<file path="src/rtl/fcore_isa_pkg.sv">
// Shared fCore ISA definitions: opcode numbering, one-hot functional-unit classes
// and decode-stage FSM states, imported by both the decode and execute stages.
package fcore_isa;

  localparam int OPCODE_WIDTH_DEFAULT = 5;
  localparam int CLASS_WIDTH          = 7;

  localparam int unsigned OP_NOP    = 0;
  localparam int unsigned OP_ADD    = 1;
  localparam int unsigned OP_SUB    = 2;
  localparam int unsigned OP_MUL    = 3;
  localparam int unsigned OP_ITF    = 4;
  localparam int unsigned OP_FTI    = 5;
  localparam int unsigned OP_LDC    = 6;
  localparam int unsigned OP_LDR    = 7;
  localparam int unsigned OP_BGT    = 8;
  localparam int unsigned OP_BLE    = 9;
  localparam int unsigned OP_BEQ    = 10;
  localparam int unsigned OP_BNE    = 11;
  localparam int unsigned OP_STOP   = 12;
  localparam int unsigned OP_LAND   = 13;
  localparam int unsigned OP_LOR    = 14;
  localparam int unsigned OP_LNOT   = 15;
  localparam int unsigned OP_SATP   = 16;
  localparam int unsigned OP_SATN   = 17;
  localparam int unsigned OP_REC    = 18;
  localparam int unsigned OP_POPCNT = 19;
  localparam int unsigned OP_ABS    = 20;
  localparam int unsigned OP_LAST   = OP_ABS;

  typedef enum logic [CLASS_WIDTH-1:0] {
    CLASS_NOP     = 7'b0000001,
    CLASS_ARITH   = 7'b0000010,
    CLASS_CONVERT = 7'b0000100,
    CLASS_LOAD    = 7'b0001000,
    CLASS_BRANCH  = 7'b0010000,
    CLASS_LOGIC   = 7'b0100000,
    CLASS_CONTROL = 7'b1000000
  } fcore_class_e;

  typedef enum logic [1:0] {
    DEC_HALTED   = 2'd0,
    DEC_RUN      = 2'd1,
    DEC_LDC_WAIT = 2'd2
  } dec_state_e;

  function automatic logic is_opcode_legal(input logic [31:0] op);
    return op <= OP_LAST;
  endfunction

endpackage

</file>
<file path="src/rtl/fcore_opcode_classifier.sv">
// Purely combinational opcode-to-class mapping; shared by decode and the execute
// stage's hazard logic. Illegal opcodes report the NOP class.
module fcore_opcode_classifier
  import fcore_isa::*;
#(
  parameter int OPCODE_WIDTH = OPCODE_WIDTH_DEFAULT
) (
  input  logic [OPCODE_WIDTH-1:0] opcode,
  output fcore_class_e            op_class,
  output logic                    illegal
);

  logic [31:0] op_val;

  assign op_val = 32'(opcode);

  always_comb begin
    op_class = CLASS_NOP;
    illegal  = 1'b0;
    case (op_val)
      OP_NOP:                                                op_class = CLASS_NOP;
      OP_ADD, OP_SUB, OP_MUL, OP_SATP, OP_SATN, OP_REC, OP_ABS: op_class = CLASS_ARITH;
      OP_ITF, OP_FTI:                                        op_class = CLASS_CONVERT;
      OP_LDC, OP_LDR:                                        op_class = CLASS_LOAD;
      OP_BGT, OP_BLE, OP_BEQ, OP_BNE:                        op_class = CLASS_BRANCH;
      OP_LAND, OP_LOR, OP_LNOT, OP_POPCNT:                   op_class = CLASS_LOGIC;
      OP_STOP:                                               op_class = CLASS_CONTROL;
      default:                                               op_class = CLASS_NOP;
    endcase
    if (!is_opcode_legal(op_val)) begin
      illegal  = 1'b1;
      op_class = CLASS_NOP;
    end
  end

endmodule

</file>
<file path="src/rtl/fcore_decode_stage.sv">
// fCore decode stage: splits fetch words into fields, classifies the opcode, pairs
// LDC with its constant word and halts on STOP until restarted.
module fcore_decode_stage
  import fcore_isa::*;
#(
  parameter int INSTRUCTION_WIDTH   = 32,
  parameter int OPCODE_WIDTH        = OPCODE_WIDTH_DEFAULT,
  parameter int REGISTER_ADDR_WIDTH = 4,
  parameter int CHANNEL_ADDR_WIDTH  = 2,
  localparam int CHANNEL_OUT_WIDTH  = (CHANNEL_ADDR_WIDTH > 0) ? CHANNEL_ADDR_WIDTH : 1
) (
  input  logic                           clock,
  input  logic                           reset,
  input  logic                           start,
  input  logic                           flush,
  input  logic [INSTRUCTION_WIDTH-1:0]   in_instruction,
  input  logic                           in_valid,
  output logic                           in_ready,
  output logic [OPCODE_WIDTH-1:0]        out_opcode,
  output logic [REGISTER_ADDR_WIDTH-1:0] out_op_a,
  output logic [REGISTER_ADDR_WIDTH-1:0] out_op_b,
  output logic [REGISTER_ADDR_WIDTH-1:0] out_dest,
  output logic [CHANNEL_OUT_WIDTH-1:0]   out_channel,
  output logic [INSTRUCTION_WIDTH-1:0]   out_immediate,
  output logic [CLASS_WIDTH-1:0]         out_class,
  output logic                           out_illegal,
  output logic                           out_valid,
  input  logic                           out_ready,
  output logic                           halted
);

  localparam int OP_A_LSB    = OPCODE_WIDTH;
  localparam int OP_B_LSB    = OP_A_LSB + REGISTER_ADDR_WIDTH;
  localparam int DEST_LSB    = OP_B_LSB + REGISTER_ADDR_WIDTH;
  localparam int CHANNEL_LSB = DEST_LSB + REGISTER_ADDR_WIDTH;

  dec_state_e state_q, state_d;

  logic [OPCODE_WIDTH-1:0]        out_opcode_q, out_opcode_d;
  logic [REGISTER_ADDR_WIDTH-1:0] out_op_a_q, out_op_a_d;
  logic [REGISTER_ADDR_WIDTH-1:0] out_op_b_q, out_op_b_d;
  logic [REGISTER_ADDR_WIDTH-1:0] out_dest_q, out_dest_d;
  logic [CHANNEL_OUT_WIDTH-1:0]   out_channel_q, out_channel_d;
  logic [INSTRUCTION_WIDTH-1:0]   out_immediate_q, out_immediate_d;
  logic [CLASS_WIDTH-1:0]         out_class_q, out_class_d;
  logic                           out_illegal_q, out_illegal_d;
  logic                           out_valid_q, out_valid_d;

  logic [REGISTER_ADDR_WIDTH-1:0] ldc_op_a_q, ldc_op_a_d;
  logic [REGISTER_ADDR_WIDTH-1:0] ldc_op_b_q, ldc_op_b_d;
  logic [REGISTER_ADDR_WIDTH-1:0] ldc_dest_q, ldc_dest_d;
  logic [CHANNEL_OUT_WIDTH-1:0]   ldc_channel_q, ldc_channel_d;

  logic [OPCODE_WIDTH-1:0]        in_opcode;
  logic [REGISTER_ADDR_WIDTH-1:0] in_op_a;
  logic [REGISTER_ADDR_WIDTH-1:0] in_op_b;
  logic [REGISTER_ADDR_WIDTH-1:0] in_dest;
  logic [CHANNEL_OUT_WIDTH-1:0]   in_channel;
  fcore_class_e                   in_class;
  logic                           in_illegal;
  logic                           in_is_ldc;
  logic                           in_is_stop;
  logic                           is_halted;
  logic                           flush_eff;
  logic                           accept;

  assign in_opcode = in_instruction[0 +: OPCODE_WIDTH];
  assign in_op_a   = in_instruction[OP_A_LSB +: REGISTER_ADDR_WIDTH];
  assign in_op_b   = in_instruction[OP_B_LSB +: REGISTER_ADDR_WIDTH];
  assign in_dest   = in_instruction[DEST_LSB +: REGISTER_ADDR_WIDTH];

  generate
    if (CHANNEL_ADDR_WIDTH > 0) begin : g_channel
      assign in_channel = in_instruction[CHANNEL_LSB +: CHANNEL_ADDR_WIDTH];
    end else begin : g_no_channel
      assign in_channel = '0;
    end
  endgenerate

  fcore_opcode_classifier #(
    .OPCODE_WIDTH (OPCODE_WIDTH)
  ) u_classifier (
    .opcode   (in_opcode),
    .op_class (in_class),
    .illegal  (in_illegal)
  );

  assign in_is_ldc  = (32'(in_opcode) == OP_LDC);
  assign in_is_stop = (32'(in_opcode) == OP_STOP);

  // Flush is a no-op while halted so a pending STOP on the output survives it.
  assign is_halted = (state_q == DEC_HALTED);
  assign flush_eff = flush && !is_halted;
  assign in_ready  = !is_halted && !flush && (!out_valid_q || out_ready);
  assign accept    = in_valid && in_ready;

  always_comb begin
    state_d         = state_q;
    out_valid_d     = out_valid_q && !out_ready;
    out_opcode_d    = out_opcode_q;
    out_op_a_d      = out_op_a_q;
    out_op_b_d      = out_op_b_q;
    out_dest_d      = out_dest_q;
    out_channel_d   = out_channel_q;
    out_immediate_d = out_immediate_q;
    out_class_d     = out_class_q;
    out_illegal_d   = out_illegal_q;
    ldc_op_a_d      = ldc_op_a_q;
    ldc_op_b_d      = ldc_op_b_q;
    ldc_dest_d      = ldc_dest_q;
    ldc_channel_d   = ldc_channel_q;

    case (state_q)
      DEC_HALTED: begin
        if (start) begin
          state_d = DEC_RUN;
        end
      end
      DEC_RUN: begin
        if (accept && in_is_ldc) begin
          ldc_op_a_d    = in_op_a;
          ldc_op_b_d    = in_op_b;
          ldc_dest_d    = in_dest;
          ldc_channel_d = in_channel;
          state_d       = DEC_LDC_WAIT;
        end else if (accept) begin
          out_valid_d     = 1'b1;
          out_opcode_d    = in_opcode;
          out_op_a_d      = in_op_a;
          out_op_b_d      = in_op_b;
          out_dest_d      = in_dest;
          out_channel_d   = in_channel;
          out_immediate_d = '0;
          out_class_d     = in_class;
          out_illegal_d   = in_illegal;
          if (in_is_stop) begin
            state_d = DEC_HALTED;
          end
        end
      end
      DEC_LDC_WAIT: begin
        if (flush) begin
          ldc_op_a_d    = '0;
          ldc_op_b_d    = '0;
          ldc_dest_d    = '0;
          ldc_channel_d = '0;
          state_d       = DEC_RUN;
        end else if (accept) begin
          // The second word is raw constant data and is never decoded.
          out_valid_d     = 1'b1;
          out_opcode_d    = OPCODE_WIDTH'(OP_LDC);
          out_op_a_d      = ldc_op_a_q;
          out_op_b_d      = ldc_op_b_q;
          out_dest_d      = ldc_dest_q;
          out_channel_d   = ldc_channel_q;
          out_immediate_d = in_instruction;
          out_class_d     = CLASS_LOAD;
          out_illegal_d   = 1'b0;
          ldc_op_a_d      = '0;
          ldc_op_b_d      = '0;
          ldc_dest_d      = '0;
          ldc_channel_d   = '0;
          state_d         = DEC_RUN;
        end
      end
      default: begin
        state_d = DEC_HALTED;
      end
    endcase

    if (flush_eff) begin
      out_valid_d = 1'b0;
    end
  end

  always_ff @(posedge clock) begin
    if (reset) begin
      state_q         <= DEC_HALTED;
      out_valid_q     <= 1'b0;
      out_opcode_q    <= '0;
      out_op_a_q      <= '0;
      out_op_b_q      <= '0;
      out_dest_q      <= '0;
      out_channel_q   <= '0;
      out_immediate_q <= '0;
      out_class_q     <= '0;
      out_illegal_q   <= 1'b0;
      ldc_op_a_q      <= '0;
      ldc_op_b_q      <= '0;
      ldc_dest_q      <= '0;
      ldc_channel_q   <= '0;
    end else begin
      state_q         <= state_d;
      out_valid_q     <= out_valid_d;
      out_opcode_q    <= out_opcode_d;
      out_op_a_q      <= out_op_a_d;
      out_op_b_q      <= out_op_b_d;
      out_dest_q      <= out_dest_d;
      out_channel_q   <= out_channel_d;
      out_immediate_q <= out_immediate_d;
      out_class_q     <= out_class_d;
      out_illegal_q   <= out_illegal_d;
      ldc_op_a_q      <= ldc_op_a_d;
      ldc_op_b_q      <= ldc_op_b_d;
      ldc_dest_q      <= ldc_dest_d;
      ldc_channel_q   <= ldc_channel_d;
    end
  end

  assign out_valid     = out_valid_q;
  assign out_opcode    = out_opcode_q;
  assign out_op_a      = out_op_a_q;
  assign out_op_b      = out_op_b_q;
  assign out_dest      = out_dest_q;
  assign out_channel   = out_channel_q;
  assign out_immediate = out_immediate_q;
  assign out_class     = out_class_q;
  assign out_illegal   = out_illegal_q;
  assign halted        = is_halted;

endmodule
</file>
<file path="config.mk">
export PLATFORM = sky130hd
export DESIGN_NAME = fcore_decode_stage
export DESIGN_NICKNAME = d
export VERILOG_FILES = /design/src/rtl/fcore_isa_pkg.sv /design/src/rtl/fcore_opcode_classifier.sv /design/src/rtl/fcore_decode_stage.sv
export SDC_FILE = /design/constraint.sdc
export NUM_CORES = 1
export LEC_CHECK = 0
export BUFFER_PORTS_ARGS = -buffer_cell sky130_fd_sc_hd__buf_2
export CORE_MARGIN = 4
export CORE_UTILIZATION = 45
export DETAILED_ROUTE_END_ITERATION = 8
export GPL_TIMING_DRIVEN = 0
export PLACE_DENSITY = 0.76
export SLEW_MARGIN = 25
export SYNTH_ARGS = -nofsm -noshare
export SYNTH_HDL_FRONTEND = slang
export SYNTH_SLANG_ARGS = --single-unit
</file>
<file path="constraint.sdc">
create_clock -name clock -period 1.9 [get_ports clock]
set_clock_uncertainty 0.15 [all_clocks]
set_input_delay 0.095 -clock clock [delete_from_list [all_inputs] [get_ports clock]]
set_output_delay 0.095 -clock clock [all_outputs]
set_load 0.01 [all_outputs]
</file>
After elaboration in Yosys (flattened, before gate mapping):

Memories as Yosys holds them, arrays and structs flattened.
Index checks and enable logic that the tools add are counted.
W data, S select, Z words.

* bits in registers: 76
* ROM bits: 224
* output and inout port bits: 62
* memories kept: 1
* bits of input ports: 38
* word-level logic and storage cells: 111

Memory list
* (name not given): words 32, bits a word 7, read ports 1, clocked after Yosys merged registers in 0, write ports 0, RTL line fcore_opcode_classifier.sv:20 `case (op_val)`

* multiplexer cells: 65
* reduce and logical (&&, ||, !) cells: 17
* magnitude comparators: 1
* equality and inequality tests: 13

Operators with widths (number)
* $mux W32: 4
* $mux W4: 17
* $pmux W32 S2: 1
* $pmux W4 S2: 6
* $mux W7: 5
* $mux W2: 13
* $mux W5: 4
* $pmux W7 S2: 1
* $ne A2 B2 Y1 const B: 6
* $pmux W5 S2: 1
* $ne A3 B3 Y1 const B: 3
* $mux W1: 8
* $pmux W2 S2: 2
* $logic_and A1 B1 Y1: 6
* $pmux W2 S3: 1
* $eq A5 B3 Y1 const B: 1
* $eq A5 B4 Y1 const B: 1
* $le A5 B5 Y1 const B: 1
* $reduce_and A5 Y1: 1
* $logic_not A1 Y1: 4
* $pmux W1 S2: 2
* $reduce_and A4 Y1: 1
* $reduce_and A3 Y1: 1
* $eq A2 B1 Y1 const B: 1
* other kinds (5): 5

Longest topological paths before layout:

* depth in word-level cells: 8
* depth in mapped cells: 9
* mapped depth without buffers: 7

Hierarchy:

Synthesis repeated with hierarchy kept, for this count alone.

* cell total of the unflattened synthesis: 402
* area, all modules: 3512.1 µm²

Modules (own cells, without submodules)
* fcore_decode_stage: cells each 382, area an instance 3369.5 µm², sequential area each 1521.5 µm², times used 1
* fcore_opcode_classifier: cells each 20, area an instance 142.6 µm², sequential area each 0.0 µm², times used 1

Least setup slack after synthesis:

Ideal clock, no wire load.

* path kind: register -> register
* start point: register state_q[0]
* end point: register state_q[0]
* library setup time: 0.070 ns
* buffers on the path: 0
* data arrival time: 1.942 ns
* data required time: 1.680 ns
* stages on the path, launching flop included: 8
* clock period less this slack: 2.163 ns
* path slack: -0.263 ns
* cell sequence: dfxtp_1 inv_1 ha_1 nor2b_4 nand3_2 o32a_1 or4_1 a21oi_1

* longest elaborated chain between the ends: 8
* elaborated cells between the ends (all ways): 15
* classes of those cells: 6 x eq/ne; 2 x mux; 7 x reduce/logical

RTL lines
* start: declaration: RTL line fcore_decode_stage.sv:37 `dec_state_e state_q, state_d;`
* start signal: assignment: RTL line fcore_decode_stage.sv:193 `state_q <= state_d;`
* $logic_not A2 Y1 *: RTL line fcore_decode_stage.sv:92 `assign is_halted = (state_q == DEC_HALTED);`
* via halted: RTL line fcore_decode_stage.sv:29 `output logic halted`
* $logic_not A1 Y1: RTL line fcore_decode_stage.sv:94 `assign in_ready = !is_halted && !flush && (!out_valid_q || out_ready);`
* $logic_and A1 B1 Y1 (2 in series): RTL line fcore_decode_stage.sv:94
* $logic_and A1 B1 Y1: RTL line fcore_decode_stage.sv:95 `assign accept = in_valid && in_ready;`
* $logic_and A1 B1 Y1: RTL line fcore_decode_stage.sv:120 `if (accept && in_is_ldc) begin`
* $ne A3 B3 Y1 (no source line) or $mux W2 (tied branches)
* $reduce_and A4 Y1 (no source line) or $pmux W2 S3 (tied branches)

Mark *: on every way through the listed nets, which the timed path passes. The rest lies on a longest branch.
A chain may end at the register's enable or synchronous reset.

Worst setup path after layout:

* start point: register state_q[1]
* end point: register out_dest_q[3] (netlist: out_dest[3])

* longest elaborated chain between the ends: 8
* elaborated cells between the ends (all ways): 15
* classes of those cells: 6 x eq/ne; 1 x mux; 8 x reduce/logical

RTL lines
* $logic_not A2 Y1: RTL line fcore_decode_stage.sv:92
* $logic_not A1 Y1: RTL line fcore_decode_stage.sv:94
* $logic_and A1 B1 Y1 (2 in series): RTL line fcore_decode_stage.sv:94
* $logic_and A1 B1 Y1: RTL line fcore_decode_stage.sv:95
* $logic_and A1 B1 Y1: RTL line fcore_decode_stage.sv:120
* $ne A2 B2 Y1 (no source line)
* $reduce_and A5 Y1 (no source line)
* end signal: assignment: RTL line fcore_decode_stage.sv:198 `out_dest_q <= out_dest_d;`
* end: declaration: RTL line fcore_decode_stage.sv:42 `logic [REGISTER_ADDR_WIDTH-1:0] out_dest_q, out_dest_d;`

Parallel ways exist; a longest one is shown, timed or not.

==> run metrics <==
Max Cap Viol=0; Setup violations, final=75; Mean Syn Cell Area=8.421 um^2; synth top area cells=dfxtp_1 47%, a21oi_1 7.0%, nand3_1 5.4%, nand2_1 5.1%, nor2_1 4.9%; chip height=approximately 93 um; placed inst area=approximately 3800 um^2; Tmin final=between 2000 and 2500 ps; total power=approximately 3.3 mW; IR Drop Worst-Case VDD=0.4153 mV; clk_lat worst skew=about 370 ps; Clock Sink Count=76; syn_nets=between 400 and 500; Seq/Total Area, Yosys=a little under half; DRT Pass-1 Iters=5; final hold vios=0; I/O pins=100; Critical Path AT=roughly 2200 ps; CTS root buf=clkbuf_8; unrepaired setup endpoints after global routing=true; outcome=finished with violations; first-pass GRT wire length=17730 um; FMAX=approximately 0.47 GHz; Max FO, Critical Path=5; H-tree levels=3; number of synthesized flops with an enable pin=0; die area=about 8600 um^2; antenna violations before repair=0; Post-Layout Cell Count=656; setup TNS=-13020 ps; number of vias per cell=between 5 and 6; std cell rows=30; design area=slightly above 5000 um^2; Nets=between 500 and 600; post-DR wirelength/cell=19.73 um; die width=92.55 um; DR vias=a little under 4000; CP Class=flip-flop to flip-flop; grt ovf=0; top cell type by total area after synthesis=dfxtp_1; most frequent CP cell=buf_6; Yosys cell types=42; Crit. End Element=flip-flop; max-slew violation count=0; Worst-Margin Slew=703.4 ps; final worst slack=-246.7 ps; share of the synthesized area in the top cell type=between 40% and 50%; CTS max path bufs=2; DP Cell Count=between 500 and 600; DR DRC count=0; Post-Syn Area=3217 um^2; worst slack, placed=-381.2 ps; DP Wirelength=roughly 6600 um; Routed WL=about 13000 um; leak pwr=a little over 2 nW; CP required=between 1500 and 2000 ps; main flop type after synthesis=dfxtp_1; worst relative slew slack=52.71%; slowest CP cell=dfxtp_4; Area Overhead vs Synth=56.24%; vias in the first global route=around 3500; Ys Warns=0; FF+latch count, synth=between 70 and 80; Crit path buffers/inverters=3; fill count=454; GRT Total Usage=between 20% and 30%; PortBufs=97; Cell Pwr Density=between 600 and 700 nW/um^2; CP peak stage delay=approximately 370 ps; worst path cell trace=inv_4 > ha_4 > nor2b_4 > nand3_4 > a221o_1 > buf_6 > buf_6 > a211oi_2 > nor3_1; fin crit share=113.0%; CP top delay family=compound AO/OA/AOI/OAI gates; core area=~6900 um^2; pin count of the biggest net entering global routing=14; Final ANT Viol Nets=0; initial DRC count=~390; Gate Count Post-Synth=about 380; share of layout cells above drive strength 1=about two fifths; routability cong.=between 0.7 and 0.8; failing checks=negative setup slack; Post-synth ARST share=0%; CTS tree=built; min-delay worst type=input port to flip-flop; CP Launch Type=flip-flop; Antenna Cells=0; total CTS buffers=9; initial core utilization=between 40 and 50%; clk slew on worst S/H paths=approximately 90 ps
## report_power, final
part	leakage [nW]	internal (mW)	switching [mW]	total, mW
registers	0.613	1.60	0.00961	1.61
clock network	0.0957	0.549	0.669	1.22
logic	1.35	0.233	0.239	0.472
total	2.06	2.39	0.918	3.30
## stage by stage
step | util, % | hold WS [ps]
after floorplan | - | 90.69
after global placement | 55.94 | 203.0
after detailed placement | 55.94 | 206.3
after CTS | 69.29 | 2.043
after global routing | 73.17 | 33.13
final | 73.17 | 15.72
## synth_stat cells, types with 2 or more instances
library cell and number:
dfxtp_1 76, a21oi_1 45, nand2_1 44, nor2_1 42
nand3_1 35, clkbuf_1 18, nor2b_1 18, a211oi_1 17
nor3_1 16, mux2i_1 14, buf_2 8, buf_4 4
ha_1 4, inv_1 4, nand4_1 4, nand2b_1 3
o21ai_0 3, a21o_1 2, a22oi_1 2
## per-layer routing
metal | wire length, um | vias up | track usage [%] | share of wire, %
met2 | 6134 | 305 | 42.54 | 47
met4 | 771 | 0 | 13.12 | 6.0
li1 | - | 1676 | - | -
met5 | 0 | - | 0 | 0
met1 | 4791 | 1802 | 32.63 | 37
met3 | 1248 | 83 | 5.524 | 9.6
## tightest hold or removal path, cell delays in order
cell     delay (ps)
buf_2           180
nor2_1           60
nand4_1          90
a21oi_2          50
## layout by cell type (no fill, tap or decap), types with 4 or more instances in the layout
cell and n:
a211oi_1 5, a211oi_2 12, a21oi_1 40, a21oi_2 5
buf_2 100, buf_4 21, buf_6 12, buf_8 6
clkbuf_1 10, clkbuf_2 5, clkbuf_8 11, dfxtp_1 74
dlygate4sd3_1 34, mux2i_1 11, nand2_1 41, nand3_1 33
nand4_1 4, nor2_1 41, nor2b_1 18, nor3_1 14
## state kept, by name, indices dropped and copies added (netlist names)
name and count:
out_immediate 32, out_class 7, out_opcode 5, ldc_dest_q 4
ldc_op_a_q 4, ldc_op_b_q 4, out_dest 4, out_op_a 4
out_op_b 4, ldc_channel_q 2, out_channel 2, state_q 2
out_illegal 1, out_valid 1
## final timing paths
path                 endpoint  cells past startpoint         startpoint  slack [ps]
max               out_dest[3]                      9         state_q[1]        -250
min              out_class[6]                      4  in_instruction[0]          20
min reg2reg  out_immediate[8]                      2   out_immediate[8]         310
max reg2reg       out_dest[3]                      9         state_q[1]        -250
## timing repair
action,4_1_cts,5_1_grt
hold endpoints to repair,34,0
hold buffers,34,0
buffers inserted,20,7
pin swaps,16,32
gates resized for setup,51,48
cloned,2,3
setup endpoints to repair,74,75
## cell families (layout without fill, tap and decap cells)
group	Yosys count	after routing	share of synthesized area, %
compound gates	79	79	15.36
mux	14	14	4.356
flops	76	76	47.30
xor+xnor	1	1	0.2723
fa+ha+maj	4	4	1.556
simple gates	171	171	25.32
buf+inv	37	215	5.834
## area by class of cell
type | count | area (um^2) | share of cell area [%]
well taps | 96 | 120.1 | 2.390
plain buffers | 32 | 255.2 | 5.078
flip-flops and latches | 76 | 1526 | 30.37
clock buffers | 11 | 151.4 | 3.012
multi-input cells | 269 | 1737 | 34.55
repair buffers | 163 | 1181 | 23.50
clock inverters | 5 | 35.03 | 0.6970
inverters | 4 | 20.02 | 0.3983
No activity file was read; power rests on OpenSTA's default activity.
